--- config.mk ---
export PLATFORM = sky130hd
export DESIGN_NAME = chimera_pmu_seq
export DESIGN_NICKNAME = d
export VERILOG_FILES = /design/src/rtl/chimera_pmu_pkg.sv /design/src/rtl/chimera_pmu_cluster_fsm.sv /design/src/rtl/chimera_pmu_seq.sv
export SDC_FILE = /design/constraint.sdc
export NUM_CORES = 1
export LEC_CHECK = 0
export ABC_CLOCK_PERIOD_IN_PS = 3100
export CAP_MARGIN = 25
export CORE_ASPECT_RATIO = 0.9
export CORE_MARGIN = 1.5
export CORE_UTILIZATION = 40
export CTS_CLUSTER_SIZE = 12
export DETAILED_ROUTE_END_ITERATION = 10
export PLACE_DENSITY = 0.59
export SETUP_SLACK_MARGIN = 0.15
export SYNTH_ARGS = -nofsm -noshare
export SYNTH_HDL_FRONTEND = slang
export SYNTH_SLANG_ARGS = --single-unit
export TNS_END_PERCENT = 5
--- constraint.sdc ---
create_clock -name clk_i -period 3.1 [get_ports clk_i]
set_clock_uncertainty 0.1 [all_clocks]
set_input_delay 0.465 -clock clk_i [delete_from_list [all_inputs] [get_ports clk_i]]
set_output_delay 0.465 -clock clk_i [all_outputs]
set_load 0.02 [all_outputs]
--- src/rtl/chimera_pmu_pkg.sv ---
// Shared types and helpers for the Chimera per-cluster power sequencer.
package chimera_pmu_pkg;

    typedef enum logic [2:0] {
        PMU_OFF,
        PMU_UP_RST,
        PMU_UP_DEISO,
        PMU_ON,
        PMU_DN_ISO,
        PMU_DN_RST
    } pmu_state_e;

    typedef struct packed {
        logic rst_n;
        logic iso;
        logic busy;
        logic pwr_on;
    } pmu_drive_t;

    typedef struct packed {
        logic busy;
        logic done;
        logic timeout;
        logic rst_n;
        logic iso;
        logic pwr_on;
    } pmu_status_t;

    function automatic int unsigned pmu_cnt_width(input int unsigned rst_hold,
                                                  input int unsigned ack_timeout);
        int unsigned longest;
        longest = (rst_hold > ack_timeout) ? rst_hold : ack_timeout;
        return $clog2(longest + 1);
    endfunction

    function automatic bit pmu_params_legal(input int unsigned num_clusters,
                                            input int unsigned rst_hold,
                                            input int unsigned ack_timeout);
        return (num_clusters >= 1) && (rst_hold >= 1) && (ack_timeout >= 1);
    endfunction

    function automatic pmu_drive_t pmu_decode(input pmu_state_e state);
        pmu_drive_t d;
        d = '{rst_n: 1'b0, iso: 1'b1, busy: 1'b0, pwr_on: 1'b0};
        case (state)
            PMU_UP_RST:   d.busy = 1'b1;
            PMU_UP_DEISO: d = '{rst_n: 1'b1, iso: 1'b0, busy: 1'b1, pwr_on: 1'b0};
            PMU_ON:       d = '{rst_n: 1'b1, iso: 1'b0, busy: 1'b0, pwr_on: 1'b1};
            PMU_DN_ISO:   d = '{rst_n: 1'b1, iso: 1'b1, busy: 1'b1, pwr_on: 1'b0};
            PMU_DN_RST:   d.busy = 1'b1;
            default:      ;
        endcase
        return d;
    endfunction

endpackage

--- src/rtl/chimera_pmu_cluster_fsm.sv ---
// Power sequencing FSM for a single cluster: isolate/reset/release/de-isolate ordering.
module chimera_pmu_cluster_fsm
    import chimera_pmu_pkg::*;
#(
    parameter bit          BootOn        = 1'b1,
    parameter int unsigned RstHoldCycles = 4,
    parameter int unsigned AckTimeout    = 16
) (
    input  logic        clk,
    input  logic        rst,
    input  logic        start,
    input  logic        dir_on,
    input  logic        iso_ack,
    input  logic        clr_timeout,
    output pmu_status_t status
);

    localparam int unsigned         CntWidth  = pmu_cnt_width(RstHoldCycles, AckTimeout);
    localparam logic [CntWidth-1:0] HoldLast  = CntWidth'(RstHoldCycles - 1);
    localparam logic [CntWidth-1:0] AckLast   = CntWidth'(AckTimeout - 1);
    localparam pmu_state_e          BootState = BootOn ? PMU_ON : PMU_OFF;

    pmu_state_e          state;
    pmu_drive_t          drive;
    logic [CntWidth-1:0] cnt;
    logic                done_q;
    logic                timeout_q;

    // Outputs are decoded from the next state so they register together with it.
    always_ff @(posedge clk) begin
        if (rst) begin
            state     <= BootState;
            drive     <= pmu_decode(BootState);
            cnt       <= '0;
            done_q    <= 1'b0;
            timeout_q <= 1'b0;
        end else begin
            done_q <= 1'b0;
            if (cnt != '1) cnt <= cnt + 1'b1;
            if (clr_timeout) timeout_q <= 1'b0;
            case (state)
                PMU_OFF, PMU_ON: begin
                    if (start) begin
                        if (dir_on == (state == PMU_ON)) begin
                            done_q <= 1'b1;
                        end else if (dir_on) begin
                            state <= PMU_UP_RST;
                            drive <= pmu_decode(PMU_UP_RST);
                            cnt   <= '0;
                        end else begin
                            state <= PMU_DN_ISO;
                            drive <= pmu_decode(PMU_DN_ISO);
                            cnt   <= '0;
                        end
                    end
                end
                PMU_UP_RST: begin
                    if (cnt == HoldLast) begin
                        state <= PMU_UP_DEISO;
                        drive <= pmu_decode(PMU_UP_DEISO);
                        cnt   <= '0;
                    end
                end
                PMU_UP_DEISO: begin
                    if (!iso_ack || cnt == AckLast) begin
                        state  <= PMU_ON;
                        drive  <= pmu_decode(PMU_ON);
                        done_q <= 1'b1;
                        if (iso_ack) timeout_q <= 1'b1;
                    end
                end
                PMU_DN_ISO: begin
                    if (iso_ack || cnt == AckLast) begin
                        state <= PMU_DN_RST;
                        drive <= pmu_decode(PMU_DN_RST);
                        cnt   <= '0;
                        if (!iso_ack) timeout_q <= 1'b1;
                    end
                end
                PMU_DN_RST: begin
                    if (cnt == HoldLast) begin
                        state  <= PMU_OFF;
                        drive  <= pmu_decode(PMU_OFF);
                        done_q <= 1'b1;
                    end
                end
                default: begin
                    state <= BootState;
                    drive <= pmu_decode(BootState);
                    cnt   <= '0;
                end
            endcase
        end
    end

    assign status = '{busy:    drive.busy,
                      done:    done_q,
                      timeout: timeout_q,
                      rst_n:   drive.rst_n,
                      iso:     drive.iso,
                      pwr_on:  drive.pwr_on};

endmodule

--- src/rtl/chimera_pmu_seq.sv ---
// Chimera power-management sequencer: request decode plus one sequencing FSM per cluster.
module chimera_pmu_seq
    import chimera_pmu_pkg::*;
#(
    parameter int unsigned            NumClusters   = 5,
    parameter logic [NumClusters-1:0] BootOnMask    = '1,
    parameter int unsigned            RstHoldCycles = 4,
    parameter int unsigned            AckTimeout    = 16,
    parameter int unsigned            IdxWidth      = (NumClusters > 1) ? $clog2(NumClusters) : 1
) (
    input  logic                   clk_i,
    input  logic                   rst_i,
    input  logic                   req_valid_i,
    output logic                   req_ready_o,
    input  logic [IdxWidth-1:0]    req_cluster_i,
    input  logic                   req_pwr_on_i,
    input  logic [NumClusters-1:0] iso_ack_i,
    output logic [NumClusters-1:0] rst_clusters_no,
    output logic [NumClusters-1:0] iso_en_o,
    output logic [NumClusters-1:0] pwr_on_o,
    output logic [NumClusters-1:0] busy_o,
    output logic [NumClusters-1:0] done_o,
    output logic [NumClusters-1:0] timeout_o,
    input  logic [NumClusters-1:0] clr_timeout_i
);

    if (!pmu_params_legal(NumClusters, RstHoldCycles, AckTimeout)) begin : g_bad_params
        $error("chimera_pmu_seq: NumClusters, RstHoldCycles and AckTimeout must all be >= 1");
    end

    logic                   idx_valid;
    logic [NumClusters-1:0] start;

    // Out-of-range indices are always ready so a stray request cannot stall the port.
    assign idx_valid   = (32'(req_cluster_i) < NumClusters);
    assign req_ready_o = idx_valid ? !busy_o[req_cluster_i] : 1'b1;

    for (genvar i = 0; i < NumClusters; i++) begin : g_cluster
        pmu_status_t status;

        assign start[i] = req_valid_i && req_ready_o && idx_valid &&
                          (req_cluster_i == IdxWidth'(i));

        chimera_pmu_cluster_fsm #(
            .BootOn        (BootOnMask[i]),
            .RstHoldCycles (RstHoldCycles),
            .AckTimeout    (AckTimeout)
        ) u_fsm (
            .clk         (clk_i),
            .rst         (rst_i),
            .start       (start[i]),
            .dir_on      (req_pwr_on_i),
            .iso_ack     (iso_ack_i[i]),
            .clr_timeout (clr_timeout_i[i]),
            .status      (status)
        );

        assign rst_clusters_no[i] = status.rst_n;
        assign iso_en_o[i]        = status.iso;
        assign pwr_on_o[i]        = status.pwr_on;
        assign busy_o[i]          = status.busy;
        assign done_o[i]          = status.done;
        assign timeout_o[i]       = status.timeout;
    end

endmodule
# Word-level counts from Yosys, hierarchy flattened
# Index checks and enable logic that the tools add are counted.
# classes
n_addsub	5
n_lt_le_gt_ge	2
n_eq_ne	79
n_mux	160
n_reduce_logical	44
# op_table
cell	n
5-bit 2-to-1 mux	25
4-bit 2-to-1 mux	31
4-bit one-hot mux with 5 select lines	5
5-bit one-hot mux with 4 select lines	5
3-bit 2-to-1 mux	31
3-bit one-hot mux with 5 select lines	5
2-bit by 1-bit != test with 1-bit output (second input constant)	25
1-bit 2-to-1 mux	47
3-bit by 2-bit == test with 1-bit output (second input constant)	12
3-bit == test (second input constant)	11
6-bit AND reduction	5
5-bit by 1-bit adder with 5-bit output (second input constant)	5
5-bit by 2-bit == test with 1-bit output (second input constant)	5
5-bit by 4-bit == test with 1-bit output (second input constant)	5
5-bit != test (second input constant)	5
2-bit OR reduction	10
3-bit by 1-bit == test with 1-bit output (second input constant)	6
3-bit logical NOT	6
1-bit one-hot mux with 3 select lines	5
1-bit logical OR	10
2-bit != test (second input constant)	5
1-bit one-hot mux with 2 select lines	5
1-bit logical AND	7
1-bit logical NOT	6
other kinds (4)	8
# word_totals
ff_bits	70
out_inout_bits	31
elab_cells	330

# Longest topological paths before layout
# Gate-level depths: netlist (run 1).
# depth
depth_word	9
ltp_mapped	7

# Hierarchy
# Synthesis (run 1) repeated with hierarchy kept, for this count alone.
# unflattened
hier_cells	489
area_unflattened_um2	4239.1
# by_module_without_submodules
mod	n_inst	cells_each	area_per_inst_um2
chimera_pmu_cluster_fsm at g_cluster[1].u_fsm ...	4	93	820.8
chimera_pmu_cluster_fsm at g_cluster[0].u_fsm	1	103	850.8
chimera_pmu_seq	1	14	105.1

# Least setup slack after synthesis (run 1)
# No wires, ideal clock.
# synth_timing
path_type	flip-flop to flip-flop
startpoint	reg g_cluster[0].u_fsm.cnt[0]
endpoint	reg g_cluster[0].u_fsm.drive (netlist bit g_cluster[0].u_fsm.status[1])
setup_time_ps	128
arrival_time_ps	2003
t_required_ps	2872
slack_ps	870
stages_incl_launch_ff	7
n_path_buf	0
period_less_slack_ps	2230
cell_sequence	dfxtp_1 ha_1 or4b_4 a311o_1 a211oi_4 mux2i_1 nor2_1
# synth_via
elab_chain_len	4
word_cells_on_any_way	9
# synth_rtl
item	line	text
start, declared	chimera_pmu_cluster_fsm.sv:25	logic [CntWidth-1:0] cnt;
start signal, assigned	chimera_pmu_cluster_fsm.sv:39	if (cnt != '1) cnt <= cnt + 1'b1;
5-bit by 4-bit == test with 1-bit output	chimera_pmu_cluster_fsm.sv:65, chimera_pmu_cluster_fsm.sv:73	
1-bit logical OR, on equally long branches	chimera_pmu_cluster_fsm.sv:73, chimera_pmu_cluster_fsm.sv:65	
2-bit by 1-bit != test with 1-bit output (no line)	-	
6-bit AND reduction (no line) (*)	-	
end signal, assigned	chimera_pmu_cluster_fsm.sv:67	drive <= pmu_decode(PMU_ON);
end signal, assigned	chimera_pmu_cluster_fsm.sv:75	drive <= pmu_decode(PMU_DN_RST);
end signal, assigned	chimera_pmu_cluster_fsm.sv:83	drive <= pmu_decode(PMU_OFF);
end, declared	chimera_pmu_cluster_fsm.sv:24	pmu_drive_t drive;
# Mark *: on every way between the ends. The rest lies on a longest branch, timed or not.
# A chain may end at the register's enable or synchronous reset.

# Final worst setup path (run 1)
# layout_timing
startpoint	in req_cluster_i[0]
endpoint	out req_ready_o
# layout_via
elab_chain_len	4
word_cells_on_any_way	5
# layout_rtl
item	line	text
start, declared	chimera_pmu_seq.sv:15	input logic [IdxWidth-1:0] req_cluster_i,
1-bit binary-select mux with 3-bit select	chimera_pmu_seq.sv:36	assign req_ready_o = idx_valid ? !busy_o[req_cluster_i] : 1'b1;
1-bit 2-to-1 mux (implied by the code)	chimera_pmu_seq.sv:36	
1-bit logical NOT	chimera_pmu_seq.sv:36	
1-bit 2-to-1 mux (*)	chimera_pmu_seq.sv:36	
end, declared	chimera_pmu_seq.sv:14	output logic req_ready_o,
# Mark *: on every way between the ends. The rest lies on a longest branch, timed or not. The select of a mux whose other input is x is not followed.

==> results of run 1 <==
## repair_timing
action                     CTS  global route
setup endpoints to repair    1             0
hold buffers                 0             0
resized for setup            1             0
## registers in the layout (all words and copies together) (netlist names)
name / count
g_cluster.u_fsm.cnt: 25
g_cluster.u_fsm.status: 20
g_cluster.u_fsm.state: 15
g_cluster.u_fsm.done_q: 5
g_cluster.u_fsm.timeout_q: 5
## final timing paths
check,startpoint,endpoint,slack (ps),depth (start not counted)
worst max-delay path,req_cluster_i[0],req_ready_o,390,5
worst min-delay path,g_cluster[4].u_fsm.status[0]$_SDFFE_PP1P_,g_cluster[4].u_fsm.status[0]$_SDFFE_PP1P_,380,2
worst max register to register,g_cluster[0].u_fsm.cnt[0]$_SDFF_PP0_,g_cluster[0].u_fsm.status[1]$_SDFFE_PP0P_,700,6
worst min register to register,g_cluster[4].u_fsm.status[0]$_SDFFE_PP1P_,g_cluster[4].u_fsm.status[0]$_SDFFE_PP1P_,380,2
## report_power, final
group	internal (mW)	total [mW]	switching, mW
clock network	0.560	0.944	0.384
logic	0.782	1.69	0.911
registers	1.11	1.44	0.335
## tightest hold or removal path, cell delays in order (launching register included)
cell	delay (ps)
dfxtp_1	330
mux2i_1	70
nand2_1	60
## routing by layer
layer	global-route usage	routed length, µm	up-vias
li1	-	-	2007
met1	0.2698	5099	1907
met2	0.2822	4589	122
met3	0.03865	482	9
met4	0.06232	86	0
met5	0	0	-
## layout make-up
class / count / area, µm² / area share
clock buffers: 12 / 246.5 / 0.04951
inverters: 24 / 90.09 / 0.01810
well taps: 129 / 161.4 / 0.03242
multi-input cells: 391 / 2487 / 0.4996
repair buffers: 61 / 569.3 / 0.1144
flip-flops and latches: 70 / 1401 / 0.2815
clock inverters: 4 / 22.52 / 0.004524
## cells in the mapped netlist, types with 3 or more instances
cell type	instances	area share
xor2_1	4	0.0083
mux2i_1	16	0.038
nor2b_1	11	0.016
a211oi_1	9	0.016
or3b_2	3	0.0062
nand3b_1	3	0.0053
clkbuf_1	23	0.020
o211ai_1	5	0.0089
nor3b_1	3	0.0053
buf_4	14	0.025
o21ai_0	32	0.038
nor4_1	5	0.0074
nor3_1	19	0.023
o31a_1	3	0.0062
nand4b_1	6	0.012
nand4_1	6	0.0089
ha_1	5	0.015
nor4b_1	3	0.0062
o22ai_1	11	0.016
nor2_1	52	0.046
a21oi_1	44	0.052
inv_1	24	0.021
and3_1	3	0.0044
xnor2_1	10	0.021
nand2b_1	7	0.010
and4b_1	3	0.0071
a31oi_1	11	0.016
a2111oi_0	3	0.0062
nand2_1	32	0.028
o32ai_1	3	0.0062
dfxtp_1	70	0.33
o21a_1	3	0.0053
a221oi_1	3	0.0062
nand3_1	22	0.026
and2_1	3	0.0044
or2_2	3	0.0044
## per-stage QoR
step | worst slack, ps | power [mW] | hold WS [ps] | cell area, µm²
after CTS | 361.1 | 4.100 | 386.9 | 4979
after floorplan | 869.6 | 2.673 | 349.8 | 4219
final | 389.8 | 4.079 | 380.0 | 4979
after detailed placement | 82.27 | 3.133 | 370.8 | 4711
after global routing | 289.1 | 4.403 | 425.8 | 4979
after global placement | 123.4 | 3.114 | 369.0 | 4711
## kinds of logic after synthesis
kind of cell	synth area share
simple gates	0.2524
compound gates	0.2500
fa+ha+maj	0.01483
buf+inv	0.07829
xor+xnor	0.02906
flops	0.3321
mux	0.04330
==> metrics, run 1 <==
# port buffers 47; fin cells 691; Mapped Nets 549; Tmin final 2710 ps; # Post-CTS Setup Buffers 0; RSZ-0062 raised after global routing no; worst path required time 2530 ps; vias in the first global route between 3,000 and 4,000; DR WL/cell 14.85 µm; die width roughly 110 µm; Tcrit/Tclk final 0.8742; Layout area overhead 18.00%; placed cells slightly below 700; global-route wire length before repair 17,330 µm; CP max stage cell clkdlybuf4s50_1; GRT Util Overall 0.1881; final slew viol count 0; sequential fraction of the synthesis area 0.3321; CTS clk-pin slew, worst paths 50 ps; remaining antenna violation count after routing 0; commonest cells after routing, fill and taps aside dfxtp_1, nor2_1, clkdlybuf4s50_1; EDFF count, synth 0; Slew HR 0.5735; Synth Flop Type dfxtp_1; ys async rst share 0; setup_tns 0 ps; cts bufs inserted 9; clock latency on the worst-skew pair 330 ps; Min-Delay Path Class reg2reg; height of the chip 100.4 µm; CTS tree built; DP Wirelength approximately 7100 µm; Startpoint Class input pin; Final Hold Fails 0; Initial DRC Count 353; Synth Instances 527; vias 4,045; vias per cell 5.854; average size of a mapped cell 8.006 µm²; detailed-route DRC error count 0; MaxCap Viol Count 0; Final Setup Violations 0; Starting Density 0.4117; largest net degree at the start of global routing 26; Yosys reg bits 70; clock sink total 70; VDD IR max 0.4599 mV; root cell of the clock tree clkbuf_16; Crit Path Max Fanout 2; Die Area 11,170 µm²; commonest non-fill, non-tap cell in the layout dfxtp_1; routed wire length 10,260 µm; Core Box Area 10,250 µm²; mapped cell area 4219 µm²; Fillers 996; WP buf/inv 2; Bufs on Longest Clock Path 2; GP Congestion about 0.85; diode count 0; First-pass DRT Iterations 5; critical-path cell list clkdlybuf4s50_1 -> mux4_2 -> nor2b_1 -> a31oi_1 -> dlygate4sd2_1; CP peak stage delay 520 ps; NumNets Final 579; Pleak 1.878 nW; CP Class in2out; share of layout cells above drive strength 1 0.08363; Worst-Margin Slew 637.8 ps; status completed; CTS HTree Levels 3; final core utilization 0.4858; fmax approximately 0.37 GHz; antenna violations before repair 0; PwrDens 819.3 nW/µm²; unique cell type count in the Yosys netlist 76; Synth Warn # 0; Worst EP arrival 2150 ps; Row Count 35; GRT overflow 0; Setup crit end kind output pin; Ports between 40 and 50; CP top delay family buffers and inverters
(Power assumes the default switching activity.)
==> run 2: changes to the inputs <==
Settings changed: ABC_CLOCK_PERIOD_IN_PS 3100 to unset.
==> results of run 2 <==
Same layout as run 1: the final DEF is identical, and so are final timing and power.
==> run 3: changes to the inputs <==
Settings changed: CORE_MARGIN 1.5 to unset.
==> run 3 against run 2 <==
Fmax is 0.17% lower. Total power hardly changed. Die area is 1.9% lower. Cell count is 0.14% higher. First-iteration DRC count is 13% lower. Critical path type unchanged. Largest cell class unchanged. Highest routed layer unchanged.
==> metrics, run 3 (synthesis gave the netlist of run 1 again) <==
final slew viol count 0 (unchanged); switching share of power 0.3985 (-0.001233); routed wire length 10,220 µm (-0.42%); GP Congestion 0.8353 (-2.0%); area of placed instances 4718 µm² (+0.16%); hold path endpoint g_cluster[4].u_fsm.status[0]$_SDFFE_PP1P_; Worst EP arrival 2150 ps (about the same); Logic pwr share 0.417 (+0.002); GRT overflow 0 (unchanged); Worst-Margin Slew 645.7 ps (+7.863 ps); Psw 1.626 mW (-0.25%); CP Class in2out; NumNets Final 580 (+0.17%); Tcrit/Tclk final 0.8758 (+0.001529); worst path required time 2530 ps (about the same); Initial DRC Count 308 (-13%); worst reg2reg path depth 6 (unchanged); CP peak stage delay 520 ps (about the same); MaxCap Viol Count 0 (unchanged); share of layout cells above drive strength 1 0.08348 (-0.0001485); WP buf/inv 2 (unchanged); Crit Path Max Fanout 2 (unchanged); global-route wire length before repair 17,210 µm (-0.72%); vias per cell 5.808 (-0.79%); RSZ-0062 raised after global routing no; placed cells 676 (+0.15%); largest net degree at the start of global routing 27 (+3.8%); final instance area 4987 µm² (+0.18%); CP max stage cell mux4_2; Pleak 1.877 nW (about the same); Bufs on Longest Clock Path 2 (unchanged); pre-CTS WS 90.86 ps (+8.593 ps); First-pass DRT Iterations 7 (+2); Min-Delay Path Class reg2reg; final setup margin 385.1 ps (-4.741 ps); part of the power in registers 0.353 (about the same); detailed-route DRC error count 0 (unchanged); Hold Path Cell Cnt 2 (unchanged); diode count 0 (unchanged); Worst Hold Launch g_cluster[4].u_fsm.status[0]$_SDFFE_PP1P_; R2R Setup Slk 650 ps (-50 ps); R2R Path Start g_cluster[0].u_fsm.cnt[0]$_SDFF_PP0_; status completed; Tmin final 2715 ps (+4.741 ps); critical-path cell list clkdlybuf4s50_1 -> mux4_2 -> nor2b_1 -> a31oi_1 -> dlygate4sd2_1; antenna violations before repair 0 (unchanged); met1 GRT Util 0.2787 (+0.008907); Starting Density 0.4117 (unchanged); commonest non-fill, non-tap cell in the layout dfxtp_1; VDD IR max 0.4302 mV (-6.4%); setup_tns 0 ps (unchanged); clock sink total 70 (unchanged); CTS HTree Levels 3 (unchanged); Setup crit end kind output pin; PwrDens 818.3 nW/µm² (-0.12%); fin cells 692 (+0.14%); Final Hold Fails 0 (unchanged); Final Setup Violations 0 (unchanged); met2 GRT Util 0.2914 (+0.009239); # hold bufs at CTS 0 (unchanged); CTS clk-pin slew, worst paths 50 ps (about the same); clock latency on the worst-skew pair 340 ps (about the same); reg2reg end g_cluster[0].u_fsm.status[1]$_SDFFE_PP0P_; Layout area overhead 18.21%; Pwr Total 4.081 mW (about the same); height of the chip 99.43 µm (-1.0%); CP top delay family buffers and inverters; Most flops, register g_cluster.u_fsm.cnt; Slew HR 0.5682 (-0.005258); DP Wirelength 7073 µm (-0.73%); commonest cells after routing, fill and taps aside dfxtp_1, nor2_1, clkdlybuf4s50_1; vias 4,019 (-0.64%); Ports 48 (unchanged); Startpoint Class input pin; Row Count 35 (unchanged); GR peak layer met2; cts bufs inserted 9 (unchanged); GRT Util Overall 0.1982 (+0.01009); CTS tree built; crit path launch req_cluster_i[0]; Cell Int Power 2.455 mW (+0.26%); GRT met3 Usage 0.04980 (+0.01116); DR WL/cell 14.76 µm (-0.56%); # port buffers 47 (unchanged); Die Area 10,960 µm² (-1.9%); Core Box Area 10,250 µm² (unchanged); fmax 0.3683 GHz (-0.17%); vias in the first global route 3,579 (-0.36%); root cell of the clock tree clkbuf_16; die width 110.3 µm (-0.90%); number of flip-flops under the largest register name 25 (unchanged); remaining antenna violation count after routing 0 (unchanged); Clock power frac 0.230 (about the same)
-- run 3: what timing repair did --
action,in CTS,in global routing
setup endpoints to repair,1,0
gates resized for setup,1,0
setup buffers,0,0
-- run 3: stage by stage --
stage	utilization	hold slack, ps
after CTS	0.4867	385.5
after global placement	0.4604	369.4
after floorplan	-	349.8
after detailed placement	0.4604	368.0
final	0.4867	378.2
after global routing	0.4867	410.0
-- run 3: power by group through the flow --
| stage | sequential [mW] | clock [mW] | combinational, mW |
|---|---|---|---|
| global route | 1.49 | 1.01 | 1.91 |
| CTS | 1.43 | 0.968 | 1.70 |
| global placement | 1.45 | 0 | 1.67 |
| floorplan | 1.34 | 0 | 1.33 |
| detailed placement | 1.45 | 0 | 1.69 |
| finish | 1.44 | 0.940 | 1.70 |
-- run 3: worst max-delay path by stage --
stage / endpoint / slack (ps) / cells after the start
after CTS: req_ready_o / 370 / 5
after floorplan: g_cluster[0].u_fsm.status[1]$_SDFFE_PP0P_ / 870 / 6
after global placement: req_ready_o / 120 / 5
after global routing: req_ready_o / 300 / 5
final: req_ready_o / 390 / 5
after detailed placement: req_ready_o / 90 / 5
-- run 3: cell type report --
type	instances	area, µm²
clock buffers	13	250.2
multi-input cells	391	2487
fillers	1003	5260
well taps	129	161.4
inverters	24	90.09
flip-flops and latches	70	1401
clock inverters	3	20.02
repair buffers	62	576.8
-- run 3: worst register-to-register path: stages (launching register included) --
cell and delay (ps):
dfxtp_1 370, ha_1 260, or4b_4 520, a311o_1 420, a211oi_4 370, mux2i_1 240
nor2_1 50
-- run 3: per-layer routing --
metal  up-vias  part of all wire
li1       2012                 -
met1      1897              0.49
met2        99              0.44
met3        11             0.051
met4         0             0.014
met5         -                 0
